<file path="src/rtl/tc_add_feeder.sv">
// Operand feeder for the tensor-core adder: gathers SHAPE_N lane beats into one
// block, captures the control sideband with the first beat and holds the block until taken.
module tc_add_feeder #(
  parameter int SHAPE_N       = 8,
  parameter int SHAPE_K       = 8,
  parameter int ELEMENT_WIDTH = 9,
  parameter int CTRL_C_WIDTH  = 16,
  parameter int DEPTH_WARP    = 4
) (
  input  logic                                     clk,
  input  logic                                     rst_n,
  input  logic [SHAPE_K*ELEMENT_WIDTH-1:0]         row_i,
  input  logic                                     row_valid_i,
  output logic                                     row_ready_o,
  input  logic [2:0]                               rm_i,
  input  logic [CTRL_C_WIDTH-1:0]                  ctrl_c_i,
  input  logic [2:0]                               ctrl_rm_i,
  input  logic [7:0]                               ctrl_reg_idxw_i,
  input  logic [DEPTH_WARP-1:0]                    ctrl_warpid_i,
  input  logic                                     flush_i,
  output logic [SHAPE_N*SHAPE_K*ELEMENT_WIDTH-1:0] r_v_o,
  output logic [2:0]                               rm_o,
  output logic [CTRL_C_WIDTH-1:0]                  ctrl_c_o,
  output logic [2:0]                               ctrl_rm_o,
  output logic [7:0]                               ctrl_reg_idxw_o,
  output logic [DEPTH_WARP-1:0]                    ctrl_warpid_o,
  output logic                                     out_valid_o,
  input  logic                                     out_ready_i,
  output logic [$clog2(SHAPE_N+1)-1:0]             lane_cnt_o
);

  localparam int LANE_W = SHAPE_K * ELEMENT_WIDTH;
  localparam int BLK_W  = SHAPE_N * LANE_W;
  localparam int CNT_W  = $clog2(SHAPE_N + 1);

  typedef enum logic [1:0] {
    IDLE  = 2'd0,
    FILL  = 2'd1,
    ISSUE = 2'd2
  } state_t;

  state_t                  state_r;
  logic [CNT_W-1:0]        lane_cnt_r;
  logic [BLK_W-1:0]        r_v_r;
  logic [2:0]              rm_r;
  logic [CTRL_C_WIDTH-1:0] ctrl_c_r;
  logic [2:0]              ctrl_rm_r;
  logic [7:0]              ctrl_reg_idxw_r;
  logic [DEPTH_WARP-1:0]   ctrl_warpid_r;
  logic                    out_valid_r;
  logic                    row_ready_r;

  logic                    accept_s;
  logic                    last_lane_s;

  // ready is a registered copy of "not in ISSUE", so accept never overlaps issue
  assign accept_s    = row_valid_i && row_ready_r && !flush_i;
  assign last_lane_s = (lane_cnt_r == CNT_W'(SHAPE_N - 1));

  // Feeder FSM: lane fill, sideband capture, hold-until-taken and flush handling
  always_ff @(posedge clk or negedge rst_n) begin
    if (!rst_n) begin
      state_r         <= IDLE;
      lane_cnt_r      <= '0;
      r_v_r           <= '0;
      rm_r            <= 3'd0;
      ctrl_c_r        <= '0;
      ctrl_rm_r       <= 3'd0;
      ctrl_reg_idxw_r <= 8'd0;
      ctrl_warpid_r   <= '0;
      out_valid_r     <= 1'b0;
      row_ready_r     <= 1'b1;
    end else if (flush_i) begin
      // block data and sideband are left as-is; the next block overwrites them
      state_r     <= IDLE;
      lane_cnt_r  <= '0;
      out_valid_r <= 1'b0;
      row_ready_r <= 1'b1;
    end else begin
      case (state_r)
        IDLE, FILL: begin
          if (accept_s) begin
            for (int l = 0; l < SHAPE_N; l++) begin
              if (lane_cnt_r == CNT_W'(l)) begin
                r_v_r[l*LANE_W +: LANE_W] <= row_i;
              end
            end
            if (state_r == IDLE) begin
              rm_r            <= rm_i;
              ctrl_c_r        <= ctrl_c_i;
              ctrl_rm_r       <= ctrl_rm_i;
              ctrl_reg_idxw_r <= ctrl_reg_idxw_i;
              ctrl_warpid_r   <= ctrl_warpid_i;
            end
            lane_cnt_r <= lane_cnt_r + CNT_W'(1);
            // a single-lane block goes straight from IDLE to ISSUE here
            if (last_lane_s) begin
              state_r     <= ISSUE;
              out_valid_r <= 1'b1;
              row_ready_r <= 1'b0;
            end else begin
              state_r <= FILL;
            end
          end
        end
        ISSUE: begin
          if (out_ready_i) begin
            state_r     <= IDLE;
            lane_cnt_r  <= '0;
            out_valid_r <= 1'b0;
            row_ready_r <= 1'b1;
          end
        end
        default: begin
          state_r     <= IDLE;
          lane_cnt_r  <= '0;
          out_valid_r <= 1'b0;
          row_ready_r <= 1'b1;
        end
      endcase
    end
  end

  assign row_ready_o     = row_ready_r;
  assign out_valid_o     = out_valid_r;
  assign lane_cnt_o      = lane_cnt_r;
  assign r_v_o           = r_v_r;
  assign rm_o            = rm_r;
  assign ctrl_c_o        = ctrl_c_r;
  assign ctrl_rm_o       = ctrl_rm_r;
  assign ctrl_reg_idxw_o = ctrl_reg_idxw_r;
  assign ctrl_warpid_o   = ctrl_warpid_r;

endmodule
</file>
<file path="config.mk">
export PLATFORM = sky130hd
export DESIGN_NAME = tc_add_feeder
export DESIGN_NICKNAME = d
export VERILOG_FILES = /design/src/rtl/tc_add_feeder.sv
export SDC_FILE = /design/constraint.sdc
export NUM_CORES = 1
export LEC_CHECK = 0
export CAP_MARGIN = 10
export CORE_AREA = 5 5 279 281
export CTS_CLUSTER_DIAMETER = 50
export DETAILED_ROUTE_END_ITERATION = 10
export DIE_AREA = 0 0 284 286
export PLACE_DENSITY_LB_ADDON = 0.05
export SLEW_MARGIN = 40
export SYNTH_ARGS = -nofsm -noshare
export SYNTH_HDL_FRONTEND = slang
export SYNTH_SLANG_ARGS = --single-unit
</file>
<file path="constraint.sdc">
create_clock -name clk -period 4.4 [get_ports clk]
set_clock_uncertainty 0.15 [all_clocks]
set_input_delay 0.88 -clock clk [delete_from_list [all_inputs] [get_ports clk]]
set_output_delay 0.88 -clock clk [all_outputs]
set_load 0.02 [all_outputs]
</file>
==> results.cfg, run 1 <==
[route]
first_iter_violations = 468
routed_wl_um = 82180
drc = 0
vias = 14732
avgViaCountPerCell = 4.641
routedWlPerCell_um = 25.89
antenna_left = 0
drt_pre_antenna_iters = 4

[pwr]
total_power_mw = 19.52
p_leak_nw = 15.86
internal_power_mw = 13.84
pwr-share-clk = 0.378
p_per_area_nw_per_um2 = 560.1
p_switching_mw = 5.683
vdd_drop_max_mv = 0.3692
sequentialPowerShare = 0.368
p_sw_frac = 0.2911
comb_power_share = 0.253

[synthesis]
synthArstFlopShare = 1.000
synth_xor_xnor_area_share = 0
syn_nets = 1446
synthFlopType = dfrtp_1
synth_seq_cells = 618
yosysWarnings = 0
synth-compound-area-share = 0.003575
seq_area_frac_synth = 0.6696
synthAdderAreaFrac = 0.002167
synth-edff-count = 0
synthCells = 1331
synthSimpleGateAreaFrac = 0.007855
syn_area_per_cell_um2 = 17.35
synth_top_family_by_area = multiplexers
synth.cell_area_um2 = 23100
synth_cell_types = 29
synthMuxAreaShare = 0.2974

[status]
status = finished, final reports clean

[final_layout]
layout.nets = 2239
area_delta_synth_final_pct = 50.91
utilization = 0.4636
layout-drive-gt1-share = 0.3686
n_fill_cell = 6638

[timing]
fmax_mhz = 331.6
finalMaxSlewViolations = 0
setup_viol_count_final = 0
hold_slack_ns = 0.3506
hold_viol_final = 0
min_period_ns = 3.015
finalCritPeriodShare = 0.6853
worstMarginPinSlew_ns = 0.7299
rsz0062_at_grt = no
max-slew-margin-rel = 0.5105
fin_ws_ns = 1.385
setup_tns_ns = 0

[global_routing]
grt_max_degree = 89
grt_pass1_vias = 16093
grt_pass1_wl_um = 118300
antenna_found_initial = 2
grt_usage = 0.1967
gr-total-overflow = 0

[cts]
cts_made_buffers = 85
root_buffer = clkbuf_16
h-tree-depth = 3
cts_resized = 0
cts_buffer_depth = 3
clock_sinks = 618
cts_tree = done
clkTransAtPathRegs_ns = 0.05
clock_latency_ns = 0.62

[placement]
place.gp.congestion = 0.7678
hpwl_um = 59040
preCtsSetupSlack_ns = 0.7353
port-buffer-count = 726

[die]
die_y_um = 286
initial_utilization = 0.3072
ioPinCount = 727
die_w_um = 284
core_area_um2 = 75190
rows = 101
fp.dieArea_um2 = 81220

[critical_path]
cp.required_ns = 4.74
setup.reg_to_reg.worst_slack_ns = 1.70
worst_setup_path_start_kind = primary input
cp-end-kind = flop
critPathSlowestCell = and4bb_2
critical_path.max_fanout = 39
worstSetupPathType = primary input to flop
cp_slowest_stage_delay_ns = 0.63
critical_path_arrival_ns = 3.36
crit_chain = clkdlybuf4s50_1 > and4bb_2 > nand3_4 > buf_12 > mux2_2

[run]
drv_cap = 0

[min_path]
worstHoldPathType = flop to flop
[final cells by class]
class                   instances  area [um^2]  area share
inverters                       3        11.26   0.0003231
repair buffers                766         7797      0.2237
diodes                          1        2.502  0.00007179
well taps                     978         1224     0.03511
multi-input cells             650         7257      0.2082
flip-flops and latches        618        15470      0.4437
clock buffers                 113         2394     0.06867
clock inverters                45        704.4     0.02021
[state kept, by name, summed over array words and instances, names as in the netlist]
name / flops
ctrl_rm_o: 3
row_ready_o: 1
out_valid_o: 1
rm_o: 3
ctrl_warpid_o: 4
r_v_o: 576
lane_cnt_o: 4
state_r: 2
ctrl_reg_idxw_o: 8
ctrl_c_o: 16
[layer usage]
layer / vias up / track usage / routed length [um]
met4: 0 / 0.07624 / 3206
met1: 7727 / 0.2229 / 31360
met2: 501 / 0.3453 / 41680
li1: 6374 / - / -
met3: 130 / 0.06486 / 5942
met5: - / 0 / 0
[cell usage in the layout (no fill, tap or decap), types with 2 or more instances in the layout]
master,count
clkbuf_16,86
nor2_4,2
nor2_1,3
buf_8,2
o31ai_1,2
clkinv_4,5
inv_6,3
clkinvlp_4,7
ha_1,4
mux2_2,610
a21boi_0,2
o21ai_0,2
clkdlybuf4s50_1,725
dfrtp_1,617
clkbuf_1,13
buf_12,14
inv_16,3
buf_16,2
inv_1,3
clkinv_2,11
or4_1,2
clkbuf_8,14
buf_4,22
bufinv_16,15
nand3_4,7
nand2_1,2
[critical path, delay by kind of cell]
family                 cells  cell delay [ns]
AND/OR/NAND/NOR            2             1.19
multiplexers               1             0.30
buffers and inverters      2             0.94
[path summary, 6_finish.rpt]
path	from	endpoint	cells after the start
worst max-delay path	flush_i	r_v_o[85]	5
worst min-delay path	r_v_o[110]	r_v_o[110]	1
worst max register to register	row_ready_o	r_v_o[85]	4
worst min register to register	r_v_o[110]	r_v_o[110]	1
max in group asynchronous	rst_n	r_v_o[105]	4
min in group asynchronous	rst_n	r_v_o[520]	2
[per-stage QoR]
stage / cells / instance area [um^2]
after floorplan: 1331 / 23100
after global placement: 3011 / 31670
after detailed placement: 3014 / 31750
after CTS: 3173 / 34850
after global routing: 3174 / 34860
final: 3174 / 34860
[kinds of logic after synthesis]
family                     Yosys count
DFF                                618
muxes                              610
buffers and inverters               63
and+or+nand+nor                     25
AOI/OAI and AO/OA                   11
adders and majority gates            4
[power groups by stage]
stage               sequential (mW)  combinational [mW]  clock [mW]
finish                         7.19                4.95        7.39
global route                   7.30                5.17        7.83
CTS                            7.20                5.04        7.64
detailed placement             7.28                5.03           0
global placement               7.25                5.00           0
floorplan                      8.42               0.918           0
[synth_stat cells, types with 3 or more instances]
| master | count | area (um^2) |
|---|---|---|
| nand3_2 | 7 | 70.07 |
| inv_1 | 3 | 11.26 |
| buf_4 | 12 | 90.09 |
| buf_2 | 31 | 155.2 |
| nor2_1 | 5 | 18.77 |
| mux2_2 | 610 | 6869 |
| buf_6 | 17 | 191.4 |
| ha_1 | 4 | 50.05 |
| dfrtp_1 | 617 | 15440 |
[timing repair]
action / 4_1_cts / 5_1_grt
hold buffers: 1 / 0
buffers inserted: 0 / 0
hold endpoints to repair: 25 / 0
endpoints found under the setup margin: 0 / 0
(Power assumes the default switching activity.)
==> run 2: changes to the inputs <==
==> constraint.sdc (replaced) <==
create_clock -name clk -period 3.01 [get_ports clk]
set_clock_uncertainty 0.15 [all_clocks]
set_input_delay 0.602 -clock clk [delete_from_list [all_inputs] [get_ports clk]]
set_output_delay 0.602 -clock clk [all_outputs]
set_load 0.02 [all_outputs]
==> run 2 against run 1 <==
Die area did not move; first-iteration DRC count decreased by 12%; non-clock buffer count increased by 4; critical path depth decreased by 4; power is 40% higher; sequential cell count unchanged; combinational power grew 46%; critical path type is now flop to output pin; clock-buffer cell count unchanged; sequential power rose by 46%; cell area shrank 0.57%; clock power rose by 31%.
==> results.cfg, run 2 (synthesis results as in run 1) <==
[critical_path]
worst_setup_path_start_kind = flop
critical_path.max_fanout = 5
cp.required_ns = 2.26
crit_cells = 1
worstSetupPathType = flop to output pin
critical_path_arrival_ns = 1.82
cp_slowest_stage_delay_ns = 0.65
critPathSlowestCell = clkdlybuf4s50_1
rr_worst_depth = 4
cp-end-kind = output pin
crit_chain = clkdlybuf4s50_1
path_delay_family = buffers and inverters
worst-path-buf-inv = 1

[route]
drt_pre_antenna_iters = 6
wl_met1_um = 30880
avgViaCountPerCell = 4.670
highest_layer = met4
antenna_left = 0
dr_wl_met3_um = 5958
routedWlPerCell_um = 25.46
routed_wl_um = 80650
vias = 14795
drc = 0
first_iter_violations = 413
wl_met2_um = 40260

[die]
initial_utilization = 0.3072
fp.dieArea_um2 = 81220
rows = 101
die_y_um = 286
core_area_um2 = 75190
die_w_um = 284
ioPinCount = 727

[global_routing]
grt_usage = 0.1934
gr-total-overflow = 0
grt_pass1_wl_um = 116900
grt_pass1_vias = 16042
grt_max_degree = 75
antenna_found_initial = 1

[min_path]
hold_depth = 1
worstHoldPathType = flop to flop

[cts]
cts_made_buffers = 83
cts_tree = done
clock_sinks = 618
cts_buffer_depth = 3
clock_latency_ns = 0.60
clkTransAtPathRegs_ns = 0.06
h-tree-depth = 3
root_buffer = clkbuf_16

[final_layout]
largest_register_ffs = 576
layout-drive-gt1-share = 0.3656
final_cell_mix = 725 x clkdlybuf4s50_1, 617 x dfrtp_1, 610 x mux2_2
n_fill_cell = 6729
layout.nets = 2241
final_common_cell = clkdlybuf4s50_1
area_delta_synth_final_pct = 50.05

[timing]
setup_tns_ns = 0
max-slew-margin-rel = 0.5259
worstMarginPinSlew_ns = 0.7086
finalCritPeriodShare = 0.8557
setup_viol_count_final = 0
rsz0062_at_grt = no
fmax_mhz = 388.2
min_period_ns = 2.576
finalMaxSlewViolations = 0
hold_viol_final = 0

[pwr]
p_per_area_nw_per_um2 = 791.2
vdd_drop_max_mv = 0.4827
p_leak_nw = 15.74
total_power_mw = 27.42

[placement]
place.gp.congestion = 0.7712
hpwl_um = 57800
port-buffer-count = 726

[status]
status = finished, final reports clean

[run]
drv_cap = 0
==> run 2: cell types whose count changed in the layout (fill, tap and decap cells not counted), sizes merged <==
cell	change
inv	-1
buf	+4
clkinv	-4
diode	+1
clkinvlp	+4
bufinv	-10
==> run 2: path summary, 6_finish.rpt <==
path,startpoint,end,slack (ns)
max,row_ready_o,row_ready_o,0.43
min,r_v_o[122],r_v_o[122],0.35
max reg2reg,row_ready_o,r_v_o[19],0.76
min reg2reg,r_v_o[122],r_v_o[122],0.35
max in group asynchronous,rst_n,r_v_o[387],1.34
min in group asynchronous,rst_n,r_v_o[448],0.36
==> run 2: per-layer routing <==
metal / track usage / up-vias
li1: - / 6382
met1: 0.2224 / 7753
met2: 0.3327 / 519
met3: 0.06534 / 141
met4: 0.07844 / 0
met5: 0 / -
==> run 2: report_power, final <==
part	switching (mW)	leakage [nW]	total (mW)	internal, mW
clock	3.75	1.32	9.70	5.95
sequential	0.749	8.11	10.5	9.74
combinational	3.66	6.31	7.23	3.57
total	8.16	15.7	27.4	19.3
==> run 2: metrics by stage <==
step | utilization | setup WS [ns] | instance area (um^2) | cells | hold WS (ns)
2_1_floorplan | - | 0.9767 | 23100 | 1331 | 0.1564
3_3_place_gp | 0.4240 | 0.1375 | 31880 | 3018 | 0.3367
3_5_place_dp | 0.4240 | 0.1269 | 31880 | 3018 | 0.3411
4_1_cts | 0.4609 | 0.3718 | 34650 | 3166 | 0.3379
5_1_grt | 0.4609 | 0.3390 | 34660 | 3167 | 0.3600
6_report | 0.4609 | 0.4343 | 34660 | 3168 | 0.3503
==> run 2: layout make-up <==
class / instances / area, um^2 / area share
timing repair buffer: 770 / 7943 / 0.2292
sequential: 618 / 15470 / 0.4462
clock buffer: 113 / 2361 / 0.06812
inverter: 3 / 11.26 / 0.0003249
multi-input combinational: 650 / 7251 / 0.2092
tap: 978 / 1224 / 0.03531
antenna: 2 / 5.005 / 0.0001444
clock inverter: 34 / 397.9 / 0.01148
==> run 2: what timing repair did <==
item                                    CTS  global route
setup buffers                             0             0
endpoints found under the setup margin    0             0
resized for setup                         0             0
hold buffers                              1             0
hold endpoints to repair                 33             0
